File: config.mk
export PLATFORM = sky130hd
export DESIGN_NAME = axi_vfifo_reader
export DESIGN_NICKNAME = d
export VERILOG_FILES = /design/src/rtl/axi_vfifo_reader.sv
export SDC_FILE = /design/constraint.sdc
export NUM_CORES = 1
export LEC_CHECK = 0
export CAP_MARGIN = 20
export CORE_MARGIN = 2
export CORE_UTILIZATION = 48
export CTS_BUF_LIST = sky130_fd_sc_hd__clkbuf_8
export CTS_CLUSTER_DIAMETER = 120
export CTS_CLUSTER_SIZE = 30
export DETAILED_ROUTE_END_ITERATION = 16
export PLACE_DENSITY_LB_ADDON = 0.25
export RECOVER_POWER = 100
export REMOVE_ABC_BUFFERS = 1
export SLEW_MARGIN = 10
export SYNTH_ARGS = -nofsm -noshare
export SYNTH_HDL_FRONTEND = slang
export SYNTH_SLANG_ARGS = --single-unit
File: constraint.sdc
create_clock -name aclk -period 18 [get_ports aclk]
set_clock_uncertainty 0.05 [all_clocks]
set_input_delay 1.8 -clock aclk [delete_from_list [all_inputs] [get_ports aclk]]
set_output_delay 1.8 -clock aclk [all_outputs]
set_load 0.1 [all_outputs]
File: src/rtl/axi_vfifo_reader.sv
// Purpose: converts ring-buffer occupancy (wr_ptr vs. issued pointer) into AXI4 INCR read bursts and streams returned beats out.
// Latency: AR is presented one cycle after data becomes available; the R -> stream path is combinational (zero cycles).
// Backpressure: initiator_tready drives mem_rready directly; AR issue is throttled by MAX_OUTSTANDING and enable.
module axi_vfifo_reader #(
  parameter int unsigned TDATA_BYTES     = 8,
  parameter int unsigned ADDR_WIDTH      = 16,
  parameter int unsigned MAX_BURST_LEN   = 256,
  parameter int unsigned MAX_OUTSTANDING = 4,
  parameter logic [3:0]  AXI_ID          = 4'd0,
  localparam int unsigned LOG_B          = $clog2(TDATA_BYTES),
  localparam int unsigned P              = ADDR_WIDTH - LOG_B + 1
) (
  input  logic                       aclk,
  input  logic                       aresetn,
  input  logic                       enable,
  output logic                       mem_arvalid,
  input  logic                       mem_arready,
  output logic [ADDR_WIDTH-1:0]      mem_araddr,
  output logic [7:0]                 mem_arlen,
  output logic [2:0]                 mem_arsize,
  output logic [1:0]                 mem_arburst,
  output logic [3:0]                 mem_arid,
  input  logic                       mem_rvalid,
  output logic                       mem_rready,
  input  logic [8*TDATA_BYTES-1:0]   mem_rdata,
  input  logic [3:0]                 mem_rid,
  input  logic [1:0]                 mem_rresp,
  input  logic                       mem_rlast,
  output logic                       initiator_tvalid,
  input  logic                       initiator_tready,
  output logic [8*TDATA_BYTES-1:0]   initiator_tdata,
  input  logic [P-1:0]               wr_ptr,
  output logic [P-1:0]               rd_ptr,
  output logic                       busy,
  output logic                       err,
  input  logic                       err_clear
);

  // Bursts may cross neither a 4 KB page nor the end of the ring buffer.
  localparam int unsigned BND_BYTES = (ADDR_WIDTH >= 12) ? 4096 : (1 << ADDR_WIDTH);
  localparam int unsigned BND_BEATS = BND_BYTES / TDATA_BYTES;
  localparam int unsigned OCW       = $clog2(MAX_OUTSTANDING + 1);

  typedef struct packed {
    logic [ADDR_WIDTH-1:0] addr;
    logic [7:0]            len;
  } ar_req_t;

  logic            ar_vld_q, ar_vld_d;
  ar_req_t         ar_q, ar_d;
  logic [P-1:0]    ar_ptr_q, ar_ptr_d;
  logic [P-1:0]    beat_cnt_q, beat_cnt_d;
  logic [P-1:0]    rd_ptr_q, rd_ptr_d;
  logic [OCW-1:0]  outst_q, outst_d;
  logic            err_q, err_d;

  logic            ar_hs, r_hs, rlast_hs, can_issue;
  logic [P-1:0]    avail;
  logic [31:0]     to_bnd, burst_len;
  logic            unused_rid;

  assign ar_hs      = ar_vld_q & mem_arready;
  assign r_hs       = mem_rvalid & initiator_tready;
  assign rlast_hs   = r_hs & mem_rlast;
  assign avail      = wr_ptr - ar_ptr_q;
  assign unused_rid = ^mem_rid;

  // Pure pass-through data path; the memory sees the stream's ready directly.
  assign initiator_tvalid = mem_rvalid;
  assign initiator_tdata  = mem_rdata;
  assign mem_rready       = initiator_tready;

  assign mem_arvalid = ar_vld_q;
  assign mem_araddr  = ar_q.addr;
  assign mem_arlen   = ar_q.len;
  assign mem_arsize  = 3'(LOG_B);
  assign mem_arburst = 2'b01;
  assign mem_arid    = AXI_ID;
  assign rd_ptr      = rd_ptr_q;
  assign err         = err_q;
  assign busy        = ar_vld_q | (outst_q != '0);

  // Burst length: smallest of available beats, max burst and beats left before the boundary.
  always_comb begin
    to_bnd    = BND_BEATS - (32'(ar_ptr_q) & (BND_BEATS - 1));
    burst_len = 32'(avail);
    if (burst_len > MAX_BURST_LEN) burst_len = MAX_BURST_LEN;
    if (burst_len > to_bnd)        burst_len = to_bnd;
  end

  // Next-state: outstanding count, AR issue/reload, read pointer commit and error flag.
  always_comb begin
    outst_d    = outst_q;
    ar_vld_d   = ar_vld_q;
    ar_d       = ar_q;
    ar_ptr_d   = ar_ptr_q;
    beat_cnt_d = beat_cnt_q;
    rd_ptr_d   = rd_ptr_q;
    err_d      = err_q;

    if (ar_hs && !rlast_hs)      outst_d = outst_q + 1'b1;
    else if (!ar_hs && rlast_hs) outst_d = outst_q - 1'b1;

    // A new request may replace one being accepted this cycle; the limit uses the post-cycle count.
    can_issue = (!ar_vld_q || ar_hs) && enable && (avail != '0) &&
                (32'(outst_d) < MAX_OUTSTANDING);

    if (can_issue) begin
      ar_vld_d   = 1'b1;
      ar_d.addr  = ADDR_WIDTH'(ar_ptr_q[P-2:0]) << LOG_B;
      ar_d.len   = 8'(burst_len - 1);
      ar_ptr_d   = ar_ptr_q + P'(burst_len);
    end else if (ar_hs) begin
      ar_vld_d   = 1'b0;
    end

    // rd_ptr only advances once a whole burst has been handed downstream.
    if (r_hs)     beat_cnt_d = beat_cnt_q + 1'b1;
    if (rlast_hs) rd_ptr_d   = beat_cnt_q + 1'b1;

    // A new error beat wins over a simultaneous clear.
    if (r_hs && (mem_rresp != 2'b00)) err_d = 1'b1;
    else if (err_clear)               err_d = 1'b0;
  end

  // State registers with asynchronous reset; in-flight bursts are simply abandoned.
  always_ff @(posedge aclk or negedge aresetn) begin
    if (!aresetn) begin
      ar_vld_q   <= 1'b0;
      ar_q       <= '0;
      ar_ptr_q   <= '0;
      beat_cnt_q <= '0;
      rd_ptr_q   <= '0;
      outst_q    <= '0;
      err_q      <= 1'b0;
    end else begin
      ar_vld_q   <= ar_vld_d;
      ar_q       <= ar_d;
      ar_ptr_q   <= ar_ptr_d;
      beat_cnt_q <= beat_cnt_d;
      rd_ptr_q   <= rd_ptr_d;
      outst_q    <= outst_d;
      err_q      <= err_d;
    end
  end

endmodule

# Word-level counts from Yosys, hierarchy flattened
# Cells that the tools add are included.
# totals
regBits	68
input_bits	92
# op_classes
addsub	7
n_bitwise	4
reduce_logical	15
n_lt_le_gt_ge	3
n_mux	8
# op_table
operator	count
14-bit by 32-bit > comparator with 1-bit output	1
14-bit two-way mux	2
14-bit by 1-bit adder with 14-bit output, second input constant	1
14-bit adder	1
14-bit by 9-bit > comparator with 1-bit output, second input constant	1
14-bit nonzero test	1
14-bit subtractor	1
10-bit by 9-bit subtractor with 11-bit output, first input constant	1
8-bit by 1-bit subtractor with 8-bit output, second input constant	1
1-bit logical AND	6
3-bit two-way mux	2
2-bit nonzero test	3
1-bit two-way mux	4
3-bit by 1-bit adder with 3-bit output, second input constant	1
1-bit AND	3
1-bit zero test	3
3-bit < comparator, second input constant	1
3-bit nonzero test	1
3-bit by 1-bit subtractor with 3-bit output, second input constant	1
1-bit logical OR	1
1-bit bitwise OR	1

# Logic depth before layout (Yosys ltp)
# logic_depth
ltp_word	8
depth_mapped	34
mapped_depth_nobuf	31

# Worst setup path before layout
# No wires, ideal clock.
# synth_timing
path_type	input to register
startpoint	input port wr_ptr[1]
endpoint	register ar_ptr_q[12]
cell_stages	31
t_required_ps	17814
arrival_ps	8142
path_slack_ps	9673
n_path_buf	3
setup_ps	136
cell_sequence	ha_1 -> nor2b_4 -> o31a_4 -> a21o_1 -> or4_1 -> a211o_1 -> a211o_1 -> buf_6 -> buf_6 -> nor2_1 -> ha_1 -> a21o_1 -> a21o_1 -> a221o_1 -> nand2_1 -> a31oi_1 -> clkbuf_1 -> mux2i_2 -> mux2i_1 -> inv_1 -> ha_1 -> fa_1 -> a21o_1 -> a21o_1 -> a21o_1 -> a21o_1 -> a21oi_1 -> o21ai_0 -> o41ai_1 -> xor2_1 -> o21ai_0
# synth_via
elab_chain_len	6
word_cells_on_any_way	9
classes_between	add/sub (2); order compare (2); mux (2); reduce/logical (3)
# synth_rtl
item	line	source
from (decl)	32	input logic [P-1:0] wr_ptr,
14-bit subtractor *	65	assign avail = wr_ptr - ar_ptr_q;
14-bit by 9-bit > comparator with 1-bit output	87	if (burst_len > MAX_BURST_LEN) burst_len = MAX_BURST_LEN;
14-bit two-way mux	87	
14-bit by 32-bit > comparator with 1-bit output	88	if (burst_len > to_bnd) burst_len = to_bnd;
14-bit two-way mux	88	
14-bit adder	112	ar_ptr_d = ar_ptr_q + P'(burst_len);
to (signal assigned)	139	ar_ptr_q <= ar_ptr_d;
to (decl)	51	logic [P-1:0] ar_ptr_q, ar_ptr_d;
# Every way passes the cells marked *; elsewhere a longest branch is shown, timed or not.
# A chain may end at the register's enable or synchronous reset.

# Worst setup path after layout
# layout_timing
startpoint	input port wr_ptr[0]
endpoint	register ar_ptr_q[12]
# The elaborated chain is that of the path after synthesis.

==> flow_metrics.tcl <==
set metrics [dict create \
    outcome "complete, but fails checks" \
    violations "max-capacitance violations, max-slew violations" \
    syn_to_final_growth_pct 6.93 \
    async_flop_share_pct 100 \
    hpwlAfterDp_um 13000 \
    worstHoldStart "rd_ptr[5]" \
    r2r-start "ar_ptr_q[0]" \
    synthCells 650 \
    cp.arrival_ns 10.53 \
    grt_overflow 0 \
    drive_gt1_share_pct 7.70 \
    antenna_found_initial 0 \
    htreeDepth 3 \
    ys_warn_count 0 \
    crit_path_frequent_cell "a21o_1" \
    first_iter_violations 265 \
    crit_cells 33 \
    ys_seq_area_share_pct 30.0 \
    hp-class "register to register" \
    swShare_pct 55.2 \
    powerDensity_nw_per_um2 213 \
    cts_setup_buffers 0 \
    critPathMaxFanout 19 \
    routabilityCongestion 0.864 \
    clockBufferDepth 2 \
    whs_path_depth 2 \
    cp.required_ns 18.17 \
    dr.pass1.iters 6 \
    max_freq_ghz 0.0965 \
    synth-edff-count 0 \
    ant_nets 0 \
    io_pins 208 \
    hold_viol_final 0 \
    r2r_slack_ns 9.06 \
    yosysTopAreaCellShare_pct 30.0 \
    period_share_pct 57.6 \
    routed_via_density 5.64 \
    insertion_delay_ns 0.36 \
    die_w_um 113 \
    combPwrFrac_pct 69.7 \
    ir_worst_vdd_uv 109 \
    cp_slowest_cell "mux2i_1" \
    finalWirelength_um 16600 \
    maxCapViolCount 1 \
    cp.buffers_inverters 5 \
    cp_top_family "compound AO/OA/AOI/OAI gates" \
    synth.area.top_cells "dfrtp_1 30%, buf_4 10%, ha_1 10%" \
    p_clk_share_pct 10.1 \
    rr_worst_depth 31 \
    slew_headroom_pct -144 \
    grt_pass1_wl_um 25000 \
    r2r-end "ar_ptr_q[12]" \
    setup_tns_ns 0 \
    finalMaxSlewViolations 69 \
    die-height_um 113 \
    numCtsBuffers 9 \
    yosysTopAreaCell "dfrtp_1" \
    layout.nets 784 \
    routed-via-count 4467 \
    p_int_w 0.000578 \
    routedWlPerCell_um 20.9 \
    startpoint_type "primary input" \
    finish.utilization_pct 52.9 \
    path_class "primary input to register" \
    clk_pin_slew_worst_paths_ns 0.08 \
    final-setup-viol-count 0 \
    tightest_slew_ns 3.66 \
    post_dp_cell_area_um2 5870 \
    grt_pass1_vias 4155 \
    power_w 0.00129 \
    portBuffers 63 \
    clockRootBuffer "clkbuf_8" \
    seqPwrFrac_pct 20.2 \
    die_area_um2 12700 \
    whs_endpoint "rd_ptr[5]" \
    period_needed_ns 10.37 \
    cts_resized 0 \
    syn_area_um2 5670 \
    rsz0062_at_grt "false" \
    synth-seq-cells 68 \
    grt_max_degree 69 \
    synthFlopType "dfrtp_1" \
    n_antenna_cell 0 \
    cts_sinks 68 \
    hold_buffers 0 \
    final_area_um2 6060 \
    leakagePower_nw 2.93 \
    num_rows 39 \
    coreArea_um2 11500 \
    cts_tree "built" \
    cp_slowest_stage_delay_ns 0.83 \
    start_util_pct 49.4 \
    power.switching_w 0.000712 \
    syn_area_per_cell_um2 8.72 \
    drc 0 \
    end_kind "register" \
    grt_use_total_pct 26.2 \
    ys_types 62 \
]
## worst register-to-register path: cells and delay by family (launching register included)
kind / cells / cell delay (ns)
fa+ha+maj: 5 / 1.74
mux: 2 / 1.21
simple gates: 3 / 0.46
buf+inv: 3 / 0.49
compound gates: 17 / 4.06
xor+xnor: 1 / 0.18
flops: 1 / 0.58
## registers in the layout (all words and copies together), names as in the netlist
| register | cells |
|---|---|
| mem_araddr | 13 |
| beat_cnt_q | 14 |
| ar_ptr_q | 14 |
| rd_ptr | 14 |
| mem_arvalid | 1 |
| err | 1 |
| mem_arlen | 8 |
| outst_q | 3 |
## cells in the mapped netlist, drive strengths merged (15+ instances only)
cell type and instances:
a21o 15, a21oi 27, buf 85, dfrtp 68
ha 46, inv 33, mux2 20, mux2i 15
nand2 73, nand3 19, nor2 44, o21ai 43
xnor2 29, xor2 23
## layout by cell type (no fill, tap or decap), types with 3 or more instances in the layout
cell type        Yosys  routed
dlygate4sd3_1        0      42
nand2_1             73      73
clkbuf_1            13       3
nor4_1               3       3
nor2_1              44      44
o41ai_1              3       3
nor2b_1              5       5
xor2_1              23      23
nand3_1             19      19
o21ai_0             43      43
a21o_1              14      14
conb_1               2      16
ha_1                46      46
a211o_1              5       5
and3_1               8       8
dfrtp_1             68      68
a21oi_1             27      27
xnor2_1             29      29
nand4_1              5       5
nor3_1              10      10
inv_1               33      35
mux2i_1             14      15
clkbuf_8             0      11
clkdlybuf4s50_1      0      20
o22ai_1              3       3
o21a_1               6       6
mux2_2              18      17
and2_1               5       3
or2_2                3       3
## metal layers
layer | part of all wire [%] | global-route usage, %
met5 | 0.62 | 12.2
met4 | 1.4 | 7.32
met3 | 16 | 19.8
met2 | 39 | 34.1
met1 | 43 | 32.6
## layout make-up
type                    count  area, um2
well taps                 143        179
multi-input cells         465       3210
clock inverters             5       52.6
clock buffers              11        151
flip-flops and latches     68       1700
inverters                  33        124
repair buffers             67        644
fillers                  1079       5410
## kinds of logic after synthesis
family          count (synthesis)  synth area share [%]
buf+inv                       131                  14.2
other cells                     2                 0.132
flops                          68                  30.0
simple gates                  189                  15.6
fa+ha+maj                      48                  10.9
xor+xnor                       52                  8.03
compound gates                125                  14.3
mux                            35                  6.82
## worst max-delay path by stage
| stage | startpoint | slack [ns] | endpoint |
|---|---|---|---|
| floorplan | wr_ptr[0] | 9.16 | ar_ptr_q[12] |
| global placement | wr_ptr[0] | 7.96 | ar_ptr_q[12] |
| detailed placement | wr_ptr[0] | 7.84 | ar_ptr_q[12] |
| CTS | wr_ptr[0] | 8.20 | ar_ptr_q[12] |
| global route | wr_ptr[0] | 7.04 | ar_ptr_q[12] |
| finish | wr_ptr[0] | 7.63 | ar_ptr_q[12] |
## stage by stage
stage,std cells,hold slack (ns),setup WS [ns]
after floorplan,566,0.403,9.16
after global placement,776,0.411,7.96
after detailed placement,776,0.419,7.84
after CTS,792,0.436,8.20
after global routing,792,0.455,7.04
final,792,0.425,7.63
## power groups by stage
stage / combinational [W] / clock (W) / sequential, W
2_1_floorplan: 0.000496 / 0 / 0.000467
3_3_place_gp: 0.000887 / 0 / 0.000261
3_5_place_dp: 0.000907 / 0 / 0.000264
4_1_cts: 0.000912 / 0.000135 / 0.000261
5_1_grt: 0.000977 / 0.000141 / 0.000269
6_report: 0.000899 / 0.000131 / 0.000260
(Power assumes the default switching activity.)
